`config.mk`:
```
export PLATFORM = sky130hd
export DESIGN_NAME = w_line_packer
export DESIGN_NICKNAME = d
export VERILOG_FILES = /design/src/rtl/w_line_packer.sv
export SDC_FILE = /design/constraint.sdc
export NUM_CORES = 1
export LEC_CHECK = 0
export ABC_CLOCK_PERIOD_IN_PS = 3300
export CAP_MARGIN = 10
export CORE_ASPECT_RATIO = 1.2
export CORE_MARGIN = 2
export CORE_UTILIZATION = 35
export DETAILED_ROUTE_END_ITERATION = 8
export PLACE_DENSITY = 0.65
export SYNTH_ARGS = -nofsm -noshare
export SYNTH_HDL_FRONTEND = slang
export SYNTH_SLANG_ARGS = --single-unit
```
`constraint.sdc`:
```
create_clock -name clk -period 3.3 [get_ports clk]
set_clock_uncertainty 0.15 [all_clocks]
set_input_delay 0.825 -clock clk [delete_from_list [all_inputs] [get_ports clk]]
set_output_delay 0.825 -clock clk [all_outputs]
set_load 0.1 [all_outputs]
```
`src/rtl/w_line_packer.sv`:
```
// Packs a full-line AXI W burst into one wide W-queue entry with per-byte strobes.
// Flags bursts whose length differs from BEATS; extra beats of long bursts are dropped.
module w_line_packer #(
   parameter int unsigned DATA_WIDTH = 32,
   parameter int unsigned STRB_WIDTH = DATA_WIDTH / 8,
   parameter int unsigned BEATS      = 8
) (
   input  logic                          clk,
   input  logic                          rst,
   input  logic [DATA_WIDTH-1:0]         s_wdata,
   input  logic [STRB_WIDTH-1:0]         s_wstrb,
   input  logic                          s_wlast,
   input  logic                          s_wvalid,
   output logic                          s_wready,
   output logic [DATA_WIDTH*BEATS-1:0]   line_data,
   output logic [STRB_WIDTH*BEATS-1:0]   line_strb,
   output logic                          line_err,
   output logic                          line_valid,
   input  logic                          line_ready,
   output logic                          busy
);

   localparam int unsigned CNT_WIDTH = (BEATS > 1) ? $clog2(BEATS) : 1;
   localparam logic [CNT_WIDTH-1:0] LAST_CNT = CNT_WIDTH'(BEATS - 1);

   typedef enum logic [1:0] {
      FILL  = 2'd0,
      HOLD  = 2'd1,
      DRAIN = 2'd2
   } state_t;

   state_t               state;
   logic [CNT_WIDTH-1:0] cnt;
   logic                 accept;
   logic                 handshake;
   logic                 drain_wlast_done;
   logic                 drain_entry_done;

   assign accept    = s_wvalid && s_wready;
   assign handshake = line_valid && line_ready;

   // In DRAIN, a dropped s_wready means WLAST was already taken; a dropped line_valid means the entry left.
   assign drain_wlast_done = !s_wready || (s_wvalid && s_wlast);
   assign drain_entry_done = !line_valid || line_ready;

   always_ff @(posedge clk) begin
      if (rst) begin
         state      <= FILL;
         cnt        <= '0;
         line_data  <= '0;
         line_strb  <= '0;
         line_err   <= 1'b0;
         line_valid <= 1'b0;
         s_wready   <= 1'b0;
         busy       <= 1'b0;
      end else begin
         case (state)
            FILL: begin
               s_wready <= 1'b1;
               if (accept) begin
                  // Beat 0 starts a fresh line so short bursts leave zeroed, unstrobed slots.
                  if (cnt == '0) begin
                     line_data <= '0;
                     line_strb <= '0;
                  end
                  line_data[cnt*DATA_WIDTH +: DATA_WIDTH] <= s_wdata;
                  line_strb[cnt*STRB_WIDTH +: STRB_WIDTH] <= s_wstrb;
                  busy <= 1'b1;
                  if (s_wlast) begin
                     state      <= HOLD;
                     s_wready   <= 1'b0;
                     line_valid <= 1'b1;
                     line_err   <= (cnt != LAST_CNT);
                  end else if (cnt == LAST_CNT) begin
                     state      <= DRAIN;
                     line_valid <= 1'b1;
                     line_err   <= 1'b1;
                  end else begin
                     cnt <= cnt + CNT_WIDTH'(1);
                  end
               end
            end

            HOLD: begin
               s_wready <= 1'b0;
               if (handshake) begin
                  state      <= FILL;
                  line_valid <= 1'b0;
                  cnt        <= '0;
                  s_wready   <= 1'b1;
                  busy       <= 1'b0;
               end
            end

            DRAIN: begin
               if (drain_wlast_done && drain_entry_done) begin
                  state      <= FILL;
                  line_valid <= 1'b0;
                  cnt        <= '0;
                  s_wready   <= 1'b1;
                  busy       <= 1'b0;
               end else begin
                  if (accept && s_wlast) begin
                     s_wready <= 1'b0;
                  end
                  if (handshake) begin
                     line_valid <= 1'b0;
                  end
               end
            end

            default: begin
               state      <= FILL;
               cnt        <= '0;
               line_valid <= 1'b0;
               s_wready   <= 1'b0;
               busy       <= 1'b0;
            end
         endcase
      end
   end

endmodule

```
== Word-level counts from Yosys, hierarchy flattened ==
Index checks and enable logic that the tools add are counted.

* Output and inout bits: 292
* Logic and storage cells: 83
* Register bits: 297
* Bits of input ports: 41

* Shift-type cells: 4
* Reductions and logical operators: 18
* Muxes and demuxes: 39
* $add $sub $neg: 3
* Equality and inequality tests: 11

{| class="wikitable"
|+ Operators with widths
! operator !! number
|-
| two-way mux 256 bit || 4
|-
| bitwise mux 256 bit || 1
|-
| variable shift 32 x 34 -> 256 bit (first input constant) || 1
|-
| indexed part select 32 x 34 -> 256 bit || 1
|-
| two-way mux 32 bit || 4
|-
| negation 5 -> 34 bit || 1
|-
| negation 8 -> 34 bit || 1
|-
| variable shift 4 x 34 -> 32 bit (first input constant) || 1
|-
| indexed part select 4 x 34 -> 32 bit || 1
|-
| bitwise mux 32 bit || 1
|-
| two-way mux 3 bit || 5
|-
| two-way mux 1 bit || 14
|-
| two-way mux 2 bit || 5
|-
| != test 2 bit (second input constant) || 5
|-
| != test 3 bit (second input constant) || 3
|-
| case mux 1 bit (3 select lines) || 3
|-
| case mux 3 bit (3 select lines) || 1
|-
| case mux 2 bit (3 select lines) || 1
|-
| AND reduction 3 bit || 2
|-
| logical AND 1 bit || 5
|-
| AND reduction 5 bit || 1
|-
| AND reduction 2 bit || 2
|-
| AND reduction 4 bit || 1
|-
| adder 3 x 1 -> 3 bit (second input constant) || 1
|-
| 8 further kinds || 10
|}

== Logic depth before layout (Yosys ltp) ==
* Depth after elaboration: 6
* Mapped depth: 11
* Depth with buffers taken out: 7

== Worst setup path after synthesis ==
No wires, ideal clock.

* Path type: register to register
* Start point: register cnt[0]
* End point: register line_data[108]
* Period minus slack after synthesis: 2.518 ns
* Setup slack: 0.782 ns
* Buffers on the path: 3
* Arrival time: 2.251 ns
* Library setup time: 0.118 ns
* Required time: 3.032 ns
* Cell stages (with the launch flop): 11
* Cells stage by stage: dfxtp_1 buf_2 inv_1 ha_1 ha_1 nor4bb_1 o21ai_0 nor2b_1 buf_2 buf_2 a22o_1

* Cells in the longest elaborated chain, start to end: 6
* Elaborated cells between the ends (all ways): 9
* Those cells by class: 1 x add/sub; 2 x shift; 5 x mux; 1 x reduce/logical

{| class="wikitable"
|+ Ends and longest elaborated chain
! what !! RTL line !! source
|-
| start, declared || 33 || <nowiki>logic [CNT_WIDTH-1:0] cnt;</nowiki>
|-
| start signal, assigned || 79 || <nowiki>cnt <= cnt + CNT_WIDTH'(1);</nowiki>
|-
| branches (longest 5 deep; another with negation 8 -> 34 bit) || - ||
|-
| bitwise mux 256 bit (*) || 66 || <nowiki>line_data[cnt*DATA_WIDTH +: DATA_WIDTH] <= s_wdata;</nowiki>
|-
| end signal, assigned by index || 66 ||
|-
| end, declared || 15 || <nowiki>output logic [DATA_WIDTH*BEATS-1:0] line_data,</nowiki>
|}

Every way passes the cells marked *. The select of a mux whose other input is x is not followed.
A chain may end at the register's enable or synchronous reset.

== Final worst setup path ==
* Start point: register cnt[0]
* End point: register line_data[9]

The elaborated chain is that of the path after synthesis.

==> flow_metrics.py <==
metrics = {
    "sta": {
        "rsz0062_at_grt": "no",
        "slew_viol_final": 0,
        "finalCriticalPeriod_ns": 3.01,
        "finalWorstSetupSlack_ns": 0.289,
        "setup_viol": 0,
        "tns_ns": 0,
        "fmax_ghz": 0.332,
        "hold_violations": 0,
        "worst_slew_pin_slew_ns": 1.10,
        "slew_headroom": 0.263,
        "fin_crit_sh": 0.912,
    },
    "floorplan": {
        "coreArea_um2": 27900,
        "die_x_um": 158,
        "pin_count": 333,
        "start_util": 0.355,
        "dieArea_um2": 29700,
        "rows": 67,
        "dieHeight_um": 188,
    },
    "synthesis": {
        "postSynthAreaPerCell_um2": 11.9,
        "netlist_instances": 831,
        "syn-num-nets": 877,
        "synth_cell_type_count": 48,
        "synthTopCellsByArea": "dfxtp_1, a22o_1, nor2b_1, buf_2, o2bb2ai_1",
        "yosys-top-cells-count": "dfxtp_1, a22o_1, nor2b_1",
        "yosysMostFrequentCell": "dfxtp_1",
        "synth.largest_area_cell": "dfxtp_1",
        "netlist.area_leader.share": 0.600,
        "synth_edf_count": 0,
        "ys_warn_count": 0,
        "syn-cell-area_um2": 9910,
        "async_reset_ff_frac": 0,
        "synth_seq_area_share": 0.600,
        "ys_ff_latch": 297,
        "synth_flop_cell": "dfxtp_1",
    },
    "power_and_ir_drop": {
        "pwr_density_cell_nw_per_um2": 577,
        "total_leakage_power_uw": 0.00605,
        "ir_worst_vdd_mv": 0.336,
    },
    "clock_tree": {
        "clk_path_buf_depth": 3,
        "cts_tree": "built",
        "cts_sinks": 297,
        "ctsHoldBuffers": 0,
        "clk_pin_slew_worst_paths_ns": 0.06,
        "cts_resized": 0,
        "h-tree-depth": 1,
        "root_buffer": "clkbuf_16",
        "cts_buffers": 30,
        "post_cts_buffers": 0,
        "clock_latency_ns": 0.55,
    },
    "grt": {
        "grt_max_degree": 37,
        "grt_pass1_vias": 7985,
        "track_usage": 0.228,
        "globalRouteOverflowTotal": 0,
        "grt_pass1_wl_um": 51800,
        "antenna_found_initial": 0,
    },
    "route": {
        "viasPerCell": 5.32,
        "wl_per_cell_um": 22.4,
        "drcViolationCount": 0,
        "drt_iter0_markers": 566,
        "routed_wl_um": 34900,
        "ant_nets": 0,
        "vias": 8285,
        "dr.pass1.iters": 5,
    },
    "placement": {
        "port_buffers": 332,
        "dpl_worst_slack_ns": 0.258,
        "hpwl_um": 24300,
        "place.gp.congestion": 0.843,
    },
    "setup_path": {
        "reg2regPathDepth": 6,
        "crit_fanout": 22,
        "crit_path_start": "cnt[0]",
        "worstSetupEndpoint": "line_data[9]",
        "path_cells": "inv_1 > ha_1 > ha_1 > or2_2 > o22ai_4 > a22o_1",
        "ff2ff_setup_slack_ns": 0.29,
        "critPathMostFrequentCell": "ha_1",
        "crit_arrival_ns": 3.35,
        "timing.rr.end": "line_data[9]",
        "critPathKind": "reg -> reg",
        "r2r-start": "cnt[0]",
        "cpMaxStageDelayCell": "o22ai_4",
        "end_kind": "flip-flop",
        "max_stage_delay_ns": 0.75,
        "required_ns": 3.64,
        "crit_path_start_kind": "flip-flop",
    },
    "cells_and_area": {
        "nets": 1200,
        "antenna_cells": 0,
        "drive_above_1_share": 0.341,
        "area_growth_syn_to_layout_pct": 42.4,
    },
    "run_status": {
        "status": "finished clean",
    },
    "worst_hold_path": {
        "hold_class": "reg -> reg",
    },
    "flow_run": {
        "maxCapViolCount": 0,
    },
}
==> flip-flops by register name, summed over array words and instances, names as in the netlist <==
register    flops
busy            1
cnt             3
line_data     256
line_err        1
line_strb      32
line_valid      1
s_wready        1
state           2
==> worst min-delay path by stage <==
stage	startpoint	to	slack, ns	cells past startpoint
after global routing	line_strb[20]	line_strb[20]	0.34	1
final	line_strb[29]	line_strb[29]	0.32	1
after CTS	line_strb[28]	line_strb[28]	0.32	1
after floorplan	cnt[2]	cnt[2]	0.35	2
after detailed placement	line_strb[28]	line_strb[28]	0.30	1
after global placement	line_strb[14]	line_strb[14]	0.30	1
==> report_power, final <==
group	switching (uW)	leakage (uW)	internal (uW)
combinational	602	0.00311	195
sequential	26.3	0.00239	3620
clock	1440	0.000546	2260
==> metrics by stage <==
step / cell area [um^2] / std cells / power [uW] / hold slack [ns] / utilization
floorplan: 9910 / 831 / 4220 / 0.350 / -
global placement: 13000 / 1501 / 4520 / 0.298 / 0.466
detailed placement: 13000 / 1501 / 4520 / 0.300 / 0.466
CTS: 14100 / 1557 / 8200 / 0.324 / 0.505
global route: 14100 / 1557 / 8410 / 0.338 / 0.505
finish: 14100 / 1557 / 8140 / 0.323 / 0.505
==> worst max-delay path: cells and delay by family, from the launching register on <==
family                     cells  cell delay, ns
and+or+nand+nor                1            0.47
DFF                            1            0.53
adders and majority gates      2            0.65
AOI/OAI and AO/OA              2            1.01
buffers and inverters          1            0.12
==> cells in the final DEF (no fill, tap or decap), types with 4 or more instances in the layout <==
master / n
clkbuf_8: 7
clkdlybuf4s50_1: 39
nor2_1: 9
nand3_1: 16
ha_1: 5
buf_4: 319
o2bb2ai_1: 12
nor2_4: 4
a32o_1: 6
a21oi_1: 7
bufinv_16: 5
nor2b_1: 39
a22o_1: 258
o21ai_0: 7
a31oi_1: 15
nand2b_1: 4
buf_12: 6
nand2_1: 23
nand4_1: 14
clkbuf_16: 31
inv_1: 4
clkinv_2: 7
dfxtp_1: 297
==> area by class of cell <==
cell class	count	area (um^2)
fill	2498	13800
sequential	297	5950
multi-input combinational	455	3660
timing repair buffer	364	2910
clock buffer	40	880
tap	379	474
clock inverter	16	219
inverter	6	22.5
==> cells by family after synthesis <==
| family | share of synthesized area |
|---|---|
| AO/OA/AOI/OAI | 0.270 |
| adder cells (fa/ha/maj) | 0.00632 |
| buffers and inverters | 0.0408 |
| flip-flops | 0.600 |
| AND/OR/NAND/NOR | 0.0831 |
==> layer usage <==
metal	track usage	part of all wire
met5	0	0
met4	0.0850	0.037
met3	0.0416	0.069
met2	0.372	0.47
met1	0.299	0.42
Power figures use the tool's default switching activity.
==> RTL edit 1 (same flow settings) <==
Set the parameter `DATA_WIDTH` to 48 (it was 32).
--- a/src/rtl/w_line_packer.sv
+++ b/src/rtl/w_line_packer.sv
@@ -2,5 +2,5 @@
 // Flags bursts whose length differs from BEATS; extra beats of long bursts are dropped.
 module w_line_packer #(
-   parameter int unsigned DATA_WIDTH = 32,
+   parameter int unsigned DATA_WIDTH = 48,
    parameter int unsigned STRB_WIDTH = DATA_WIDTH / 8,
    parameter int unsigned BEATS      = 8
Ports: changed (resized line_data, line_strb, s_wdata and s_wstrb); port bits go from 333 to 495. No check against the original RTL was run, so the function may have changed too.
==> RTL edit 1 against the unedited design <==
- sequential share of layout area fell by 10 points
- highest routed layer is now met5
- setup slack got worse by 0.23 ns
- maximum frequency fell by 7.2%
- clock power rose by 43%
- synthesized cell count rose to 2.7 times the old value
- final area rose by 97%
- final cell count rose by 140%
- total power rose by 55%
- hold slack got worse by 0.020 ns
- synthesized area rose by 98%
- routed wire length rose to 2.5 times the old value
- sequential cell count rose by 144
- largest power group is now sequential cells
==> RTL edit 1: results <==
[run_status]
outcome = "completed"

[synth]
synth_nets = 2350
synth_cell_types = 79
synth_top_cells_by_count = "dfxtp_1, nand2_1, nor2_1"

[final_layout]
nets = 2966
drive_gt1_share_pct = 31.6
fillers = 5282

[grt]
grt_max_degree = 106
antenna_found_initial = 4

[setup_path]
max_stage_delay_ns = 0.53
slowest_stage = "fa_2"
r2r_start = "cnt[1]"
reg2reg_setup_slack_ns = 0.06
critical_path.max_fanout = 35

[routing]
vias_per_cell = 5.50
top_layer = "met5"
route.met2.wl_um = 42000
drtIter0Drc = 1828
wl_met1_um = 35200

[hold_path]
hold_end = "line_data[377]"
hold_depth = 2
hold_path_startpoint = "line_data[377]"

[placement]
place_congestion = 0.942
hpwlAfterDp_um = 65700
placed_cell_area_mm2 = 0.0262
io_buffers = 494

[clocking]
cts_buffers = 46
clk_latency_ns = 0.59
htreeDepth = 2

[timing]
tightest_slew_ns = 1.13
## RTL edit 1: cell count changes in the layout (fill, tap and decap cells not counted), sizes merged, moves of 144 or more
cell | unedited run | this run
buf | 325 | 698
a22o | 258 | 37
o21ai | 7 | 161
nor2 | 13 | 212
dfxtp | 297 | 441
nand2 | 23 | 396
## RTL edit 1: layout make-up
class,count,area [um^2],share of cell area [%]
multi-input cells,1644,10200,36.6
flip-flops and latches,441,8830,31.8
repair buffers,756,6320,22.7
clock buffers,63,1310,4.70
well taps,727,910,3.27
clock inverters,16,200,0.720
inverters,9,33.8,0.122
diodes,3,7.51,0.0270
## RTL edit 1: kinds of logic (layout without fill, tap and decap cells)
| kind of cell | Yosys count | count (layout) | synth area share, % |
|---|---|---|---|
| other | 0 | 3 | 0 |
| buffers and inverters | 197 | 844 | 4.16 |
| adder cells (fa/ha/maj) | 9 | 9 | 0.612 |
| AO/OA/AOI/OAI | 649 | 649 | 22.7 |
| flip-flops | 441 | 441 | 45.0 |
| XOR/XNOR | 5 | 5 | 0.338 |
| multiplexers | 143 | 143 | 8.05 |
| AND/OR/NAND/NOR | 838 | 838 | 19.2 |
## RTL edit 1: where the power goes
part	total (mW)	internal, mW	switching [mW]
Clock	5.28	3.02	2.26
Sequential	5.39	5.36	0.0301
Combinational	1.92	0.609	1.31
## RTL edit 1: through the flow
step                      std cells  hold WS [ns]
after floorplan                2282         0.378
after global placement         3574         0.289
after detailed placement       3574         0.294
after CTS                      3655         0.308
after global routing           3659         0.324
final                          3659         0.303
## RTL edit 1: worst max path at each step
stage / from / to / slack [ns] / cells after the start
after floorplan: cnt[0] / line_data[147] / 0.009 / 14
after global placement: cnt[0] / line_data[210] / -0.16 / 11
after detailed placement: cnt[0] / line_data[338] / -0.13 / 11
after CTS: cnt[0] / line_data[343] / 0.003 / 12
after global routing: cnt[0] / line_data[78] / 0.005 / 12
final: cnt[1] / line_data[337] / 0.06 / 11
## RTL edit 1: per-layer routing
metal / up-vias / track usage (%)
met5: - / 0
met4: 2 / 12.7
met3: 181 / 5.64
met1: 9747 / 36.5
li1: 9335 / -
met2: 872 / 48.3
## RTL edit 1: timing repair
item	CTS	global route
pin swaps	3	5
buffers inserted	2	1
resized for setup	8	12
setup endpoints to repair	85	216
## RTL edit 1: worst reg2reg max path, stage by stage (launching register included)
cell and delay, ns:
dfxtp_2 0.33, buf_4 0.15, fa_2 0.53, nand2b_4 0.18, buf_4 0.15, nor3_4 0.33
buf_12 0.24, nor2_1 0.11, a22oi_1 0.51, buf_4 0.25, mux2_2 0.15, nor2_1 0.03
==> RTL edit 2 (same settings) <==
Made on the original files. Register the output `line_err` once more, with the module's reset; this adds one clock of latency there. The other outputs are not delayed to match.
--- a/src/rtl/w_line_packer.sv
+++ b/src/rtl/w_line_packer.sv
@@ -30,4 +30,6 @@
    } state_t;
 
+   logic line_err_s0;
+
    state_t               state;
    logic [CNT_WIDTH-1:0] cnt;
@@ -50,5 +52,5 @@
          line_data  <= '0;
          line_strb  <= '0;
-         line_err   <= 1'b0;
+         line_err_s0 <= 1'b0;
          line_valid <= 1'b0;
          s_wready   <= 1'b0;
@@ -71,9 +73,9 @@
                      s_wready   <= 1'b0;
                      line_valid <= 1'b1;
-                     line_err   <= (cnt != LAST_CNT);
+                     line_err_s0 <= (cnt != LAST_CNT);
                   end else if (cnt == LAST_CNT) begin
                      state      <= DRAIN;
                      line_valid <= 1'b1;
-                     line_err   <= 1'b1;
+                     line_err_s0 <= 1'b1;
                   end else begin
                      cnt <= cnt + CNT_WIDTH'(1);
@@ -121,4 +123,12 @@
    end
 
+   always_ff @(posedge clk) begin
+      if (rst) begin
+         line_err <= '0;
+      end else begin
+         line_err <= line_err_s0;
+      end
+   end
+
 endmodule
 
Check against the original RTL: not settled (the Yosys comparison gave no result); the edit may change what the design does.
==> RTL edit 2 against the unedited design <==
- core utilization shrank 1.0 points
- final area increased by 1.5%
- routed wire length up 8.7%
- combinational power is 10% higher
- setup slack improved by 0.16 ns
- total power fell by 1.3%
- hold slack lost 0.011 ns
- synthesized area up 4.3%
- sequential cell count increased by 1
- highest routed layer unchanged
==> RTL edit 2: results <==
[run_status]
outcome = "completed"

[hold_path]
hold_depth = 2
hold_end = "line_strb[11]"
hold_path_startpoint = "line_strb[11]"

[routing]
wl_per_cell_um = 23.4
drt_wl_total_um = 38000
drtIter0Drc = 642
vias_per_cell = 5.60

[placement]
place_congestion = 0.818
dp_cells = 1570
hpwlAfterDp_um = 26400
place_ws_ns = 0.238
placed_cell_area_mm2 = 0.0133

[setup_path]
slowest_stage = "nand4b_1"
critPathTopFamily = "simple AND/OR/NAND/NOR gates"
critical_path.max_fanout = 19
cp-startpoint = "cnt[1]"
reg2reg_setup_slack_ns = 0.45
crit_cells = 7
crit_path_end = "line_data[16]"

[power]
comb_power_share_pct = 10.9
switching_share_pct = 26.3
leakagePower_nw = 5.72
powerDensity_mw_per_mm2 = 561
ir_worst_vdd_v = 0.000342

[clocking]
cts-resized-gates = 0

[synth]
syn-instance-count = 905
synth_cell_types = 55
netlist.area_leader.share_pct = 57.7
synth_area_leaders = "dfxtp_1, a32o_1, o2bb2ai_1"
synth_top_cells_by_count = "dfxtp_1, o2bb2ai_1, a32o_1"
synth_nets = 951
ys_seq_area_share_pct = 57.7

[timing]
slew_headroom_pct = 26.4
worst_hold_slack_ns = 0.312
min_period_ns = 2.85

[grt]
grt_max_degree = 64
grt_pass1_wl_um = 55900
antenna_found_initial = 1
grt.total_usage_pct = 23.4
first_global_vias = 8756

[final_layout]
nets = 1263
drive_gt1_share_pct = 32.6
==> RTL edit 2: cell families (layout without fill, tap and decap cells) <==
logic type,Yosys count,in the layout,synth area share [%]
AOI/OAI and AO/OA,315,315,26.8
buffers and inverters,98,432,4.93
DFF,298,298,57.7
muxes,1,1,0.0968
and+or+nand+nor,188,188,9.88
adders and majority gates,5,5,0.605
==> RTL edit 2: layout make-up <==
| cell class | instances | area [um^2] |
|---|---|---|
| inverter | 9 | 33.8 |
| clock inverter | 16 | 184 |
| tap | 385 | 482 |
| fill | 2701 | 14600 |
| sequential | 298 | 5970 |
| multi-input combinational | 509 | 3900 |
| timing repair buffer | 369 | 2920 |
| clock buffer | 38 | 832 |
==> RTL edit 2: layer usage <==
| metal | track usage (%) | routed length [um] | vias to the layer above |
|---|---|---|---|
| met5 | 0 | 0 | - |
| met4 | 6.39 | 835 | 0 |
| met3 | 5.85 | 3040 | 57 |
| met1 | 28.9 | 15200 | 4497 |
| met2 | 40.5 | 18900 | 386 |
| li1 | - | - | 4155 |
